### src/rtl/seq_det_ctrl.sv
// rtl/seq_det_ctrl.sv - run controller for a programmable serial pattern detector
//
// Holds a shadow copy of the detector configuration and sequences one
// detection run over a bounded (cfg_window != 0) or unbounded window of
// valid serial bits, counting pattern matches.
//
// Ports:
//   clk, rst_n     rising-edge clock, asynchronous active-low reset
//   cfg_we         load cfg_* into the shadow registers (IDLE only)
//   cfg_pattern    pattern, bit[len-1] arrives first, bit[0] last
//   cfg_len        pattern length, 1..MAXLEN
//   cfg_overlap    1 = overlapping matches, 0 = non-overlapping
//   cfg_window     valid bits per run, 0 = unbounded
//   start          begin a run (IDLE only)
//   abort          end the current run immediately, no done
//   data_valid     qualifies data_in
//   data_in        serial data bit
//   busy           high while a run is active
//   match_pulse    one-cycle pulse per detected match
//   match_count    saturating match count of the current/last run
//   done           one-cycle pulse when a bounded window completes
//   cfg_err        one-cycle pulse on a rejected config write or start
module seq_det_ctrl #(
  parameter int MAXLEN = 8,
  parameter int CNTW   = 8,
  parameter int WINW   = 16,
  localparam int LENW  = $clog2(MAXLEN + 1)
) (
  input  logic              clk,
  input  logic              rst_n,
  input  logic              cfg_we,
  input  logic [MAXLEN-1:0] cfg_pattern,
  input  logic [LENW-1:0]   cfg_len,
  input  logic              cfg_overlap,
  input  logic [WINW-1:0]   cfg_window,
  input  logic              start,
  input  logic              abort,
  input  logic              data_valid,
  input  logic              data_in,
  output logic              busy,
  output logic              match_pulse,
  output logic [CNTW-1:0]   match_count,
  output logic              done,
  output logic              cfg_err
);

  typedef enum logic {
    IDLE = 1'b0,
    RUN  = 1'b1
  } state_t;

  state_t state, state_next;

  // Shadow configuration
  logic [MAXLEN-1:0] pattern_q;
  logic [LENW-1:0]   len_q;
  logic              overlap_q;
  logic [WINW-1:0]   window_q;

  // Run datapath
  logic [MAXLEN-1:0] hist_q;
  logic [LENW-1:0]   fill_q;
  logic [WINW-1:0]   bitcnt_q;

  // Combinational decisions
  logic              cfg_load;
  logic              cfg_rej;
  logic              start_ok;
  logic              sample;
  logic              match;
  logic              win_end;
  logic [LENW-1:0]   eff_len;
  logic [MAXLEN-1:0] hist_new;
  logic [LENW-1:0]   fill_inc;
  logic [WINW-1:0]   bitcnt_inc;
  logic [MAXLEN-1:0] len_mask;

  assign hist_new   = {hist_q[MAXLEN-2:0], data_in};
  assign fill_inc   = (fill_q == LENW'(MAXLEN)) ? fill_q : fill_q + 1'b1;
  assign bitcnt_inc = bitcnt_q + 1'b1;

  // Selects the low len_q bits of history and pattern for comparison.
  always_comb begin
    len_mask = '0;
    for (int i = 0; i < MAXLEN; i++) begin
      len_mask[i] = (LENW'(i) < len_q);
    end
  end

  always_comb begin
    state_next = state;
    cfg_load   = 1'b0;
    cfg_rej    = 1'b0;
    start_ok   = 1'b0;
    sample     = 1'b0;
    match      = 1'b0;
    win_end    = 1'b0;
    eff_len    = len_q;
    case (state)
      IDLE: begin
        cfg_load = cfg_we;
        // A start in the same cycle as a config write is judged on the new length.
        eff_len  = cfg_we ? cfg_len : len_q;
        if (start) begin
          if ((eff_len != '0) && (eff_len <= LENW'(MAXLEN))) begin
            start_ok   = 1'b1;
            state_next = RUN;
          end else begin
            cfg_rej = 1'b1;
          end
        end
      end
      RUN: begin
        cfg_rej = cfg_we;
        if (abort) begin
          // Any bit presented alongside abort is dropped.
          state_next = IDLE;
        end else if (data_valid) begin
          sample  = 1'b1;
          match   = (fill_inc >= len_q) &&
                    ((hist_new & len_mask) == (pattern_q & len_mask));
          win_end = (window_q != '0) && (bitcnt_inc == window_q);
          if (win_end) begin
            state_next = IDLE;
          end
        end
      end
      default: state_next = IDLE;
    endcase
  end

  always_ff @(posedge clk or negedge rst_n) begin
    if (!rst_n) begin
      state <= IDLE;
    end else begin
      state <= state_next;
    end
  end

  always_ff @(posedge clk or negedge rst_n) begin
    if (!rst_n) begin
      pattern_q <= '0;
      len_q     <= '0;
      overlap_q <= 1'b0;
      window_q  <= '0;
    end else if (cfg_load) begin
      pattern_q <= cfg_pattern;
      len_q     <= cfg_len;
      overlap_q <= cfg_overlap;
      window_q  <= cfg_window;
    end
  end

  always_ff @(posedge clk or negedge rst_n) begin
    if (!rst_n) begin
      hist_q      <= '0;
      fill_q      <= '0;
      bitcnt_q    <= '0;
      match_count <= '0;
      match_pulse <= 1'b0;
      done        <= 1'b0;
      cfg_err     <= 1'b0;
    end else begin
      match_pulse <= match;
      done        <= win_end;
      cfg_err     <= cfg_rej;
      if (start_ok) begin
        hist_q      <= '0;
        fill_q      <= '0;
        bitcnt_q    <= '0;
        match_count <= '0;
      end else if (sample) begin
        hist_q   <= hist_new;
        bitcnt_q <= bitcnt_inc;
        // Non-overlapping mode forgets every bit used by the match just found.
        fill_q   <= (match && !overlap_q) ? '0 : fill_inc;
        if (match && (match_count != {CNTW{1'b1}})) begin
          match_count <= match_count + 1'b1;
        end
      end
    end
  end

  assign busy = (state == RUN);

endmodule

### config.mk
export PLATFORM = sky130hd
export DESIGN_NAME = seq_det_ctrl
export DESIGN_NICKNAME = d
export VERILOG_FILES = /design/src/rtl/seq_det_ctrl.sv
export SDC_FILE = /design/constraint.sdc
export NUM_CORES = 1
export LEC_CHECK = 0
export CAP_MARGIN = 15
export CORE_MARGIN = 5
export CORE_UTILIZATION = 30
export DETAILED_ROUTE_END_ITERATION = 10
export SYNTH_ARGS = -nofsm -noshare
export SYNTH_HDL_FRONTEND = slang
export SYNTH_SLANG_ARGS = --single-unit
### constraint.sdc
create_clock -name clk -period 3.3 [get_ports clk]
set_input_delay 0.66 -clock clk [delete_from_list [all_inputs] [get_ports clk]]
set_output_delay 0.66 -clock clk [all_outputs]
set_load 0.01 [all_outputs]
==> metrics.json, run 1 <==
{
  "dpl.hpwl_um": 6747,
  "insertion_delay_ns": 0.34,
  "timing.clock.skew_ns": 0.002912,
  "met2_wirelength_um": 4355,
  "startpoint_class": "flip-flop",
  "gp_congestion": 0.8252,
  "criticalPathCategory": "reg2reg",
  "initial_utilization": 0.3045,
  "number_of_enable_type_register_cells_in_the_synthesized_netlist": 0,
  "cts_hold_buffers": 0,
  "timing.final.crit_share": 0.8697,
  "detail_route.drc_violations": 0,
  "power_density_mw_per_mm2": 563.5,
  "antenna_found_initial": 0,
  "cts_repair_resize_count": 0,
  "synthArstFlopShare": 1.000,
  "synth_xor_area_frac": 0.06865,
  "rows": 41,
  "antenna-diode-count": 0,
  "final_period_minus_worst_setup_slack_ns": 2.870,
  "grt_overflow": 0,
  "tritoncts": "built",
  "cp-end-kind": "flip-flop",
  "worst-endpoint-arrival_ns": 3.09,
  "synth_warnings": 0,
  "number_of_nets_in_the_layout": 491,
  "number_of_vias_per_cell": 5.136,
  "overall_via_count_from_detail_route": 3205,
  "most_used_flip_flop_cell_after_synthesis": "dfrtp_1",
  "max_cap_violations": 0,
  "drive_above_1_share": 0.1350,
  "clock_tree.root_cell": "clkbuf_16",
  "synthesized_net_count": 444,
  "worst-slew-pin-transition_ns": 0.5553,
  "hold_path_class": "in2async",
  "grt_setup_unrepaired": "false",
  "power_mw": 2.713,
  "distinct_cells_synth": 51,
  "yosys_register_bits": 68,
  "mostFrequentLayoutCell": "dfrtp_1",
  "setup_viol_count_final": 0,
  "max_slew_margin": 0.6294,
  "grt_start_max_net_pins": 29,
  "cts_sinks": 68,
  "timing.fmax_mhz": 348.4,
  "chipWidth_um": 123.0,
  "die-area_mm2": 0.01512,
  "h-tree-depth": 3,
  "floorplan.die.height_um": 123.0,
  "top_library_cells_by_usage_in_the_layout_fill_and_taps_aside": "dfrtp_1 (68), clkdlybuf4s50_1 (46), nand2_1 (44)",
  "p_leak_nw": 1.975,
  "cp_max_fo": 8,
  "area_growth_syn_to_layout_pct": 25.79,
  "port_buffer_cells": 47,
  "cts_inserted_buffers": 9,
  "synth_mux_area_frac": 0.08500,
  "detailroute.wirelength.met3_um": 301,
  "synth_top_family_by_area": "simple AND/OR/NAND/NOR gates",
  "cts_setup_buffers": 0,
  "m1WireLength_um": 4432,
  "cts.clk_slew.worst_paths_ns": 0.06,
  "syn_inst": 400,
  "setup_total_negative_slack_ns": 0,
  "report.final.slew_viol_count": 0,
  "synth_compound_gate_area_share": 0.1615,
  "synthesis.area_mm2": 0.003827,
  "run_status": "finished, final reports clean",
  "detail_route.wirelength_um": 9337,
  "post_synth_and_or_nand_nor_area_fraction": 0.1805,
  "vdd_drop_max_v": 0.0002339,
  "grt_pass1_vias": 3255,
  "core_mm2": 0.01257,
  "syn-mean-instance-area_um2": 9.569,
  "synth_fa_ha_area_frac": 0.02615,
  "ioPinCount": 48,
  "endpoint_required_time_on_the_critical_path_ns": 3.52,
  "timing.final.hold_violations": 0,
  "yosysSeqAreaShare": 0.4446,
  "dr.max_layer_used": "met4",
  "max-clock-path-buffers": 2,
  "grtUsageTotal": 0.1344,
  "ant_nets": 0,
  "initialDrtViolationCount": 127,
  "routedWlPerCell_um": 14.96,
  "detail_route.first_pass.iterations": 4,
  "grt_pass1_wl_um": 15900
}
## cells in the mapped netlist (all sizes together), types with 3 or more instances
| master | n | share of area |
|---|---|---|
| clkbuf | 16 | 0.016 |
| nor2 | 22 | 0.022 |
| xor2 | 14 | 0.032 |
| nor3 | 6 | 0.011 |
| ha | 8 | 0.026 |
| nand3b | 3 | 0.0059 |
| nor4 | 6 | 0.011 |
| inv | 11 | 0.011 |
| o21ai | 42 | 0.055 |
| dfrtp | 68 | 0.44 |
| nand4 | 6 | 0.0098 |
| o31ai | 10 | 0.020 |
| and3 | 8 | 0.013 |
| nand3 | 17 | 0.022 |
| nor2b | 6 | 0.0098 |
| buf | 4 | 0.0069 |
| nand2 | 44 | 0.043 |
| mux2 | 28 | 0.082 |
| a31oi | 6 | 0.0098 |
| a21oi | 18 | 0.024 |
| or4 | 9 | 0.019 |
| xnor2 | 16 | 0.037 |
## state kept, by name, summed over array words and instances, names as in the netlist
| name | cells |
|---|---|
| bitcnt_q | 16 |
| window_q | 16 |
| match_count | 8 |
| pattern_q | 8 |
| hist_q | 7 |
| fill_q | 4 |
| len_q | 4 |
| busy | 1 |
| cfg_err | 1 |
| done | 1 |
| match_pulse | 1 |
| overlap_q | 1 |
## power breakdown
part	internal, mW	leakage, nW	total (mW)	switching (mW)
clock	0.627	0.148	0.996	0.369
sequential	0.961	0.879	1.11	0.144
combinational	0.314	0.949	0.612	0.297
total	1.90	1.98	2.71	0.811
## critical path, cell delays in order, from the launching register on
cell and delay [ns]:
dfrtp_1 0.44, ha_1 0.35, nand4_1 0.38, nor3_4 0.30
xnor2_1 0.11, or4_1 0.50, or4_1 0.48, o22a_1 0.20
## area by class of cell
class / instances / area [µm²]
clock buffers: 11 / 252.7
inverters: 11 / 41.29
well taps: 172 / 215.2
multi-input cells: 301 / 1999
fillers: 1232 / 7754
flip-flops and latches: 68 / 1702
clock inverters: 5 / 58.81
repair buffers: 56 / 545.5
## metal layers
layer  vias up  GRT usage
met5         -          0
met4         0    0.06298
met3        18    0.02836
met2        61     0.2125
met1      1577     0.1762
li1       1549          -
## per-stage QoR
step / setup WS, ns / cells / instance area (µm²) / util / hold WS [ns]
final: 0.4301 / 624 / 4815 / 0.3831 / 0.2964
after global routing: 0.1812 / 624 / 4815 / 0.3831 / 0.3337
after CTS: 0.4529 / 624 / 4815 / 0.3831 / 0.3076
after detailed placement: 0.3288 / 608 / 4503 / 0.3583 / 0.4948
after global placement: 0.3418 / 608 / 4503 / 0.3583 / 0.4895
after floorplan: 0.7898 / 400 / 3827 / - / 0.3644
## final timing paths
check / start / to / slack [ns] / cells past startpoint
hold reg to reg: bitcnt_q[15]$_DFFE_PN0P_ / bitcnt_q[15]$_DFFE_PN0P_ / 0.50 / 1
min in group clk: bitcnt_q[15]$_DFFE_PN0P_ / bitcnt_q[15]$_DFFE_PN0P_ / 0.50 / 1
setup / recovery: bitcnt_q[0]$_DFFE_PN0P_ / busy$_DFF_PN0_ / 0.43 / 7
setup reg to reg: bitcnt_q[0]$_DFFE_PN0P_ / busy$_DFF_PN0_ / 0.43 / 7
max in group asynchronous: rst_n / bitcnt_q[4]$_DFFE_PN0P_ / 2.22 / 2
hold / removal: rst_n / match_count[6]$_DFFE_PN0P_ / 0.30 / 1
## kinds of logic (layout without fill, tap and decap cells)
| kind of cell | after synthesis | count (layout) |
|---|---|---|
| AO/OA/AOI/OAI | 99 | 99 |
| XOR/XNOR | 30 | 30 |
| adder cells (fa/ha/maj) | 8 | 8 |
| buffers and inverters | 31 | 83 |
| flip-flops | 68 | 68 |
| multiplexers | 29 | 29 |
| AND/OR/NAND/NOR | 135 | 135 |
(Power assumes the default switching activity.)
==> inputs of run 2 (changes only) <==
Settings changed: GPL_TIMING_DRIVEN from default to 0.
Clock period 3.3 ns to 2.65 ns, I/O delays scaled along.
==> metrics.json, run 2 (synthesis gave the netlist of run 1 again) <==
{
  "run_status": "finished, final reports clean",
  "report.final.slew_viol_count": 0,
  "die-area_mm2": 0.01512,
  "initial_utilization": 0.3045,
  "h-tree-depth": 3,
  "cts.clk_slew.worst_paths_ns": 0.06,
  "number_of_buffer_and_inverter_stages_on_the_critical_path": 2,
  "grt_pass1_wl_um": 17040,
  "crit_path_frequent_cell": "buf_4",
  "power_density_mw_per_mm2": 736.5,
  "cp_max_fo": 3,
  "detail_route.wirelength_um": 10460,
  "max_stage_delay_ns": 0.56,
  "timing.final.hold_violations": 0,
  "dpl.hpwl_um": 7126,
  "setup_viol_count_final": 0,
  "crit_path_cell_trace": "buf_4, buf_4, ha_2, nand2_2, mux2i_2, ha_1, o21ai_1, o21bai_1, o211ai_2, or4_4, mux2_4",
  "criticalPathCategory": "reg2reg",
  "rows": 41,
  "layoutNonFillerInstCount": 662,
  "placed_cells_incl_taps": 619,
  "drive_above_1_share": 0.2082,
  "cts_hold_buffers": 0,
  "tritoncts": "built",
  "filler_cell_count": 1179,
  "worst-endpoint-arrival_ns": 2.88,
  "timing.reg2reg.worst_path_depth": 11,
  "setup_total_negative_slack_ns": 0,
  "grt_setup_unrepaired": "true",
  "grt_start_max_net_pins": 69,
  "detail_route.drc_violations": 0,
  "insertion_delay_ns": 0.34,
  "minimum_hold_slack_ns": 0.2868,
  "pre_cts_ws_ns": -0.5539,
  "cts_sinks": 68,
  "max_cap_violations": 0,
  "max_slew_margin": 0.4034,
  "critical_path.top_delay_family": "simple AND/OR/NAND/NOR gates",
  "number_of_vias_per_cell": 5.036,
  "crit_slowest_cell": "or4_4",
  "antenna_found_initial": 0,
  "cp-end-kind": "flip-flop",
  "final_period_minus_worst_setup_slack_ns": 2.647,
  "number_of_nets_in_the_layout": 530,
  "startpoint_class": "flip-flop",
  "gp_congestion": 0.8612,
  "endpoint_required_time_on_the_critical_path_ns": 2.88,
  "p_leak_nw": 2.180,
  "grtUsageTotal": 0.1449,
  "timing.clock.skew_ns": 0.006555,
  "timing.fmax_mhz": 377.7,
  "mostFrequentLayoutCell": "dfrtp_1",
  "chipWidth_um": 123.0,
  "max-clock-path-buffers": 2,
  "area_growth_syn_to_layout_pct": 34.72,
  "worst-slew-pin-transition_ns": 0.8949,
  "antenna-diode-count": 0,
  "largest_registers": "bitcnt_q (16), window_q (16)",
  "grt_overflow": 0,
  "worstSetupPathDepth": 11,
  "timing.final.crit_share": 0.9990,
  "ant_nets": 0,
  "overall_via_count_from_detail_route": 3334,
  "port_buffer_cells": 47,
  "vdd_drop_max_v": 0.0002764,
  "detail_route.first_pass.iterations": 4,
  "clock_tree.root_cell": "clkbuf_16",
  "cts_inserted_buffers": 9,
  "core_mm2": 0.01257,
  "final.setup.worst_slack_ns": 0.002534,
  "hold_path_class": "in2async",
  "routedWlPerCell_um": 15.80,
  "postPlaceCellArea_mm2": 0.004511,
  "design_area_mm2": 0.005156,
  "ioPinCount": 48,
  "floorplan.die.height_um": 123.0,
  "initialDrtViolationCount": 200,
  "grt_pass1_vias": 3404,
  "top_library_cells_by_usage_in_the_layout_fill_and_taps_aside": "dfrtp_1 (67), clkdlybuf4s50_1 (46), nand2_1 (42)"
}
[run 2: changes by cell type in the layout (fill, tap and decap cells not counted), sizes merged]
cell      change
buf          +23
clkinvlp      -2
bufinv        +2
inv           -1
clkbuf       +15
clkinv        +1
[run 2: routing by layer]
metal / GRT usage / vias to the layer above / share of wire
met5: 0 / - / 0
met4: 0.06718 / 0 / 0.022
met3: 0.02790 / 16 / 0.046
met2: 0.2439 / 72 / 0.49
met1: 0.1793 / 1628 / 0.44
li1: - / 1618 / -
[run 2: report_power, final]
part	internal, mW	total (mW)	switching [mW]
logic	0.571	1.04	0.470
clock network	0.936	1.39	0.454
registers	1.20	1.37	0.169
[run 2: path summary, 6_finish.rpt]
| kind | from | endpoint | slack [ns] |
|---|---|---|---|
| worst max-delay path | fill_q[1]$_DFFE_PN0P_ | match_count[5]$_DFFE_PN0P_ | 0.003 |
| worst min-delay path | rst_n | match_count[6]$_DFFE_PN0P_ | 0.29 |
| worst max register to register | fill_q[1]$_DFFE_PN0P_ | match_count[5]$_DFFE_PN0P_ | 0.003 |
| worst min register to register | overlap_q$_DFFE_PN0P_ | overlap_q$_DFFE_PN0P_ | 0.51 |
| max in group asynchronous | rst_n | bitcnt_q[0]$_DFFE_PN0P_ | 1.71 |
| min in group clk | overlap_q$_DFFE_PN0P_ | overlap_q$_DFFE_PN0P_ | 0.51 |
[run 2: what timing repair did]
item | CTS | global route
pin swaps | 7 | 11
gates resized for setup | 5 | 27
setup endpoints to repair | 18 | 25
cloned | 0 | 0
buffers inserted | 19 | 9
[run 2: worst reg2reg max path: stages, from the launching register on]
cell,delay [ns]
dfrtp_1,0.39
buf_4,0.14
buf_4,0.13
ha_2,0.19
nand2_2,0.07
mux2i_2,0.08
ha_1,0.29
o21ai_1,0.06
o21bai_1,0.16
o211ai_2,0.16
or4_4,0.56
mux2_4,0.31
[run 2: final cells by class]
cell class / count / area, µm² / area share
Tap cell: 172 / 215.2 / 0.04174
Inverter: 11 / 41.29 / 0.008008
Multi-Input combinational cell: 301 / 2077 / 0.4028
Sequential cell: 68 / 1703 / 0.3303
Buffer: 20 / 102.6 / 0.01990
Clock inverter: 5 / 100.1 / 0.01941
Clock buffer: 10 / 239.0 / 0.04635
Timing Repair Buffer: 75 / 678.2 / 0.1315
[run 2: metrics by stage]
step / power, mW / util
4_1_cts: 3.694 / 0.3989
3_3_place_gp: 2.140 / 0.3591
6_report: 3.798 / 0.4103
3_5_place_dp: 2.164 / 0.3589
5_1_grt: 3.986 / 0.4103
2_1_floorplan: 1.890 / -
==> inputs of run 3 (changes only) <==
Settings changed: DONT_BUFFER_PORTS from default to 1.
==> metrics.json, run 3 (synthesis gave the netlist of run 1 again) <==
{
  "h-tree-depth": 3,
  "port_buffer_cells": 0,
  "postPlaceCellArea_mm2": 0.004043,
  "setup_total_negative_slack_ns": -0.05406,
  "startpoint_class": "flip-flop",
  "cts.clk_slew.worst_paths_ns": 0.06,
  "cts_sinks": 68,
  "ioPinCount": 48,
  "grtUsageTotal": 0.1350,
  "timing.final.crit_share": 1.020,
  "hold_path_class": "in2async",
  "core_mm2": 0.01257,
  "detail_route.wirelength_um": 10050,
  "largest_registers": "bitcnt_q (16), window_q (16)",
  "design_area_mm2": 0.004606,
  "cts_inserted_buffers": 9,
  "overall_via_count_from_detail_route": 3128,
  "crit-reg2reg-launch": "fill_q[0]$_DFFE_PN0P_",
  "p_leak_nw": 1.932,
  "antenna-diode-count": 0,
  "setup_viol_count_final": 1,
  "routedWlPerCell_um": 16.64,
  "crit_slowest_cell": "or4_4",
  "cp_max_fo": 3,
  "antenna_found_initial": 0,
  "mostFrequentLayoutCell": "dfrtp_1",
  "layoutNonFillerInstCount": 604,
  "gp_congestion": 0.8471,
  "violations": "setup timing",
  "grt_start_max_net_pins": 69,
  "worst-endpoint-arrival_ns": 2.93,
  "max-clock-path-buffers": 2,
  "insertion_delay_ns": 0.34,
  "number_of_vias_per_cell": 5.179,
  "placed_cells_incl_taps": 572,
  "floorplan.die.height_um": 123.0,
  "max_slew_margin": 0.5649,
  "rows": 41,
  "chipWidth_um": 123.0,
  "worst-slew-pin-transition_ns": 0.6526,
  "seq_area_mm2": 0.001703,
  "clock_tree.root_cell": "clkbuf_16",
  "cp-end-kind": "flip-flop",
  "grt_setup_unrepaired": "true",
  "timing.reg2reg.worst_path_depth": 12,
  "endpoint_required_time_on_the_critical_path_ns": 2.88,
  "grt_overflow": 0,
  "initialDrtViolationCount": 118,
  "max_cap_violations": 0,
  "filler_cell_count": 1229,
  "criticalPathCategory": "reg2reg",
  "report.final.slew_viol_count": 0,
  "crit_path_cell_trace": "inv_2, ha_4, nand2_4, nor2_4, xnor2_2, ha_1, nand2b_4, a211oi_2, o21bai_1, o211ai_2, or4_4, mux2_4",
  "drive_above_1_share": 0.2037,
  "dpl.hpwl_um": 7122,
  "power_density_mw_per_mm2": 764.4,
  "number_of_nets_in_the_layout": 472,
  "worst-r2r-setup-slack_ns": -0.05,
  "detail_route.drc_violations": 0,
  "grt_pass1_vias": 3097,
  "ant_nets": 0,
  "die-area_mm2": 0.01512,
  "minimum_hold_slack_ns": 0.05196,
  "multi_input_comb_area_mm2": 0.002087,
  "initial_utilization": 0.3045,
  "timing.final.hold_violations": 0,
  "grt_pass1_wl_um": 15630,
  "tritoncts": "built",
  "fin_util": 0.3665,
  "area_growth_syn_to_layout_pct": 20.33,
  "vdd_drop_max_v": 0.0003357,
  "pre_cts_ws_ns": -0.2582,
  "final.setup.worst_slack_ns": -0.05406,
  "timing.clock.skew_ns": 0.005853,
  "detail_route.first_pass.iterations": 4,
  "r2r-end": "match_count[5]$_DFFE_PN0P_",
  "final_period_minus_worst_setup_slack_ns": 2.704,
  "top_library_cells_by_usage_in_the_layout_fill_and_taps_aside": "dfrtp_1 (67), nand2_1 (43), o21ai_0 (42)",
  "max_stage_delay_ns": 0.55,
  "timing.fmax_mhz": 369.8,
  "power_mw": 3.521,
  "run_status": "finished with violations"
}
[run 3: report_power, final]
part | switching (mW) | leakage (nW) | internal [mW]
registers | 0.173 | 0.877 | 1.20
logic | 0.431 | 0.903 | 0.432
clock network | 0.467 | 0.151 | 0.819
[run 3: area by class of cell]
class                      count  share of cell area
buffer                        20             0.02092
clock buffer                   9             0.04890
clock inverter                 6             0.01956
inverter                      11            0.008965
multi-input combinational    301              0.4531
sequential                    68              0.3697
tap                          172             0.04673
timing repair buffer          17             0.03206
[run 3: repair_timing]
| action | in CTS | in global routing |
|---|---|---|
| hold buffers | 1 | 0 |
| endpoints found under the setup margin | 4 | 21 |
| endpoints found under the hold margin | 68 | 0 |
| resized for setup | 5 | 21 |
| setup buffers | 5 | 11 |
| pin swaps | 4 | 13 |
[run 3: how the worst max path moves through the flow]
stage,from,endpoint,slack [ns],depth (start not counted)
after global routing,fill_q[0]$_DFFE_PN0P_,match_count[5]$_DFFE_PN0P_,-0.13,12
after CTS,len_q[3]$_DFFE_PN0P_,bitcnt_q[14]$_DFFE_PN0P_,0.008,8
after floorplan,bitcnt_q[0]$_DFFE_PN0P_,busy$_DFF_PN0_,0.14,8
after detailed placement,bitcnt_q[0]$_DFFE_PN0P_,busy$_DFF_PN0_,-0.26,8
after global placement,bitcnt_q[0]$_DFFE_PN0P_,busy$_DFF_PN0_,-0.22,8
final,fill_q[0]$_DFFE_PN0P_,match_count[5]$_DFFE_PN0P_,-0.05,12
[run 3: worst max-delay path: cells and delay by family, from the launching register on]
kind	cells	cell delay, ns
muxes	1	0.31
AOI/OAI and AO/OA	3	0.39
buffers and inverters	1	0.11
xor gates and xnor gates	1	0.10
DFF	1	0.40
adders and majority gates	2	0.44
and+or+nand+nor	4	0.86
[run 3: per-layer routing]
layer	wire, µm	track usage
met5	0	0
met4	385	0.08607
met3	635	0.04071
met2	4999	0.2224
met1	4033	0.1520
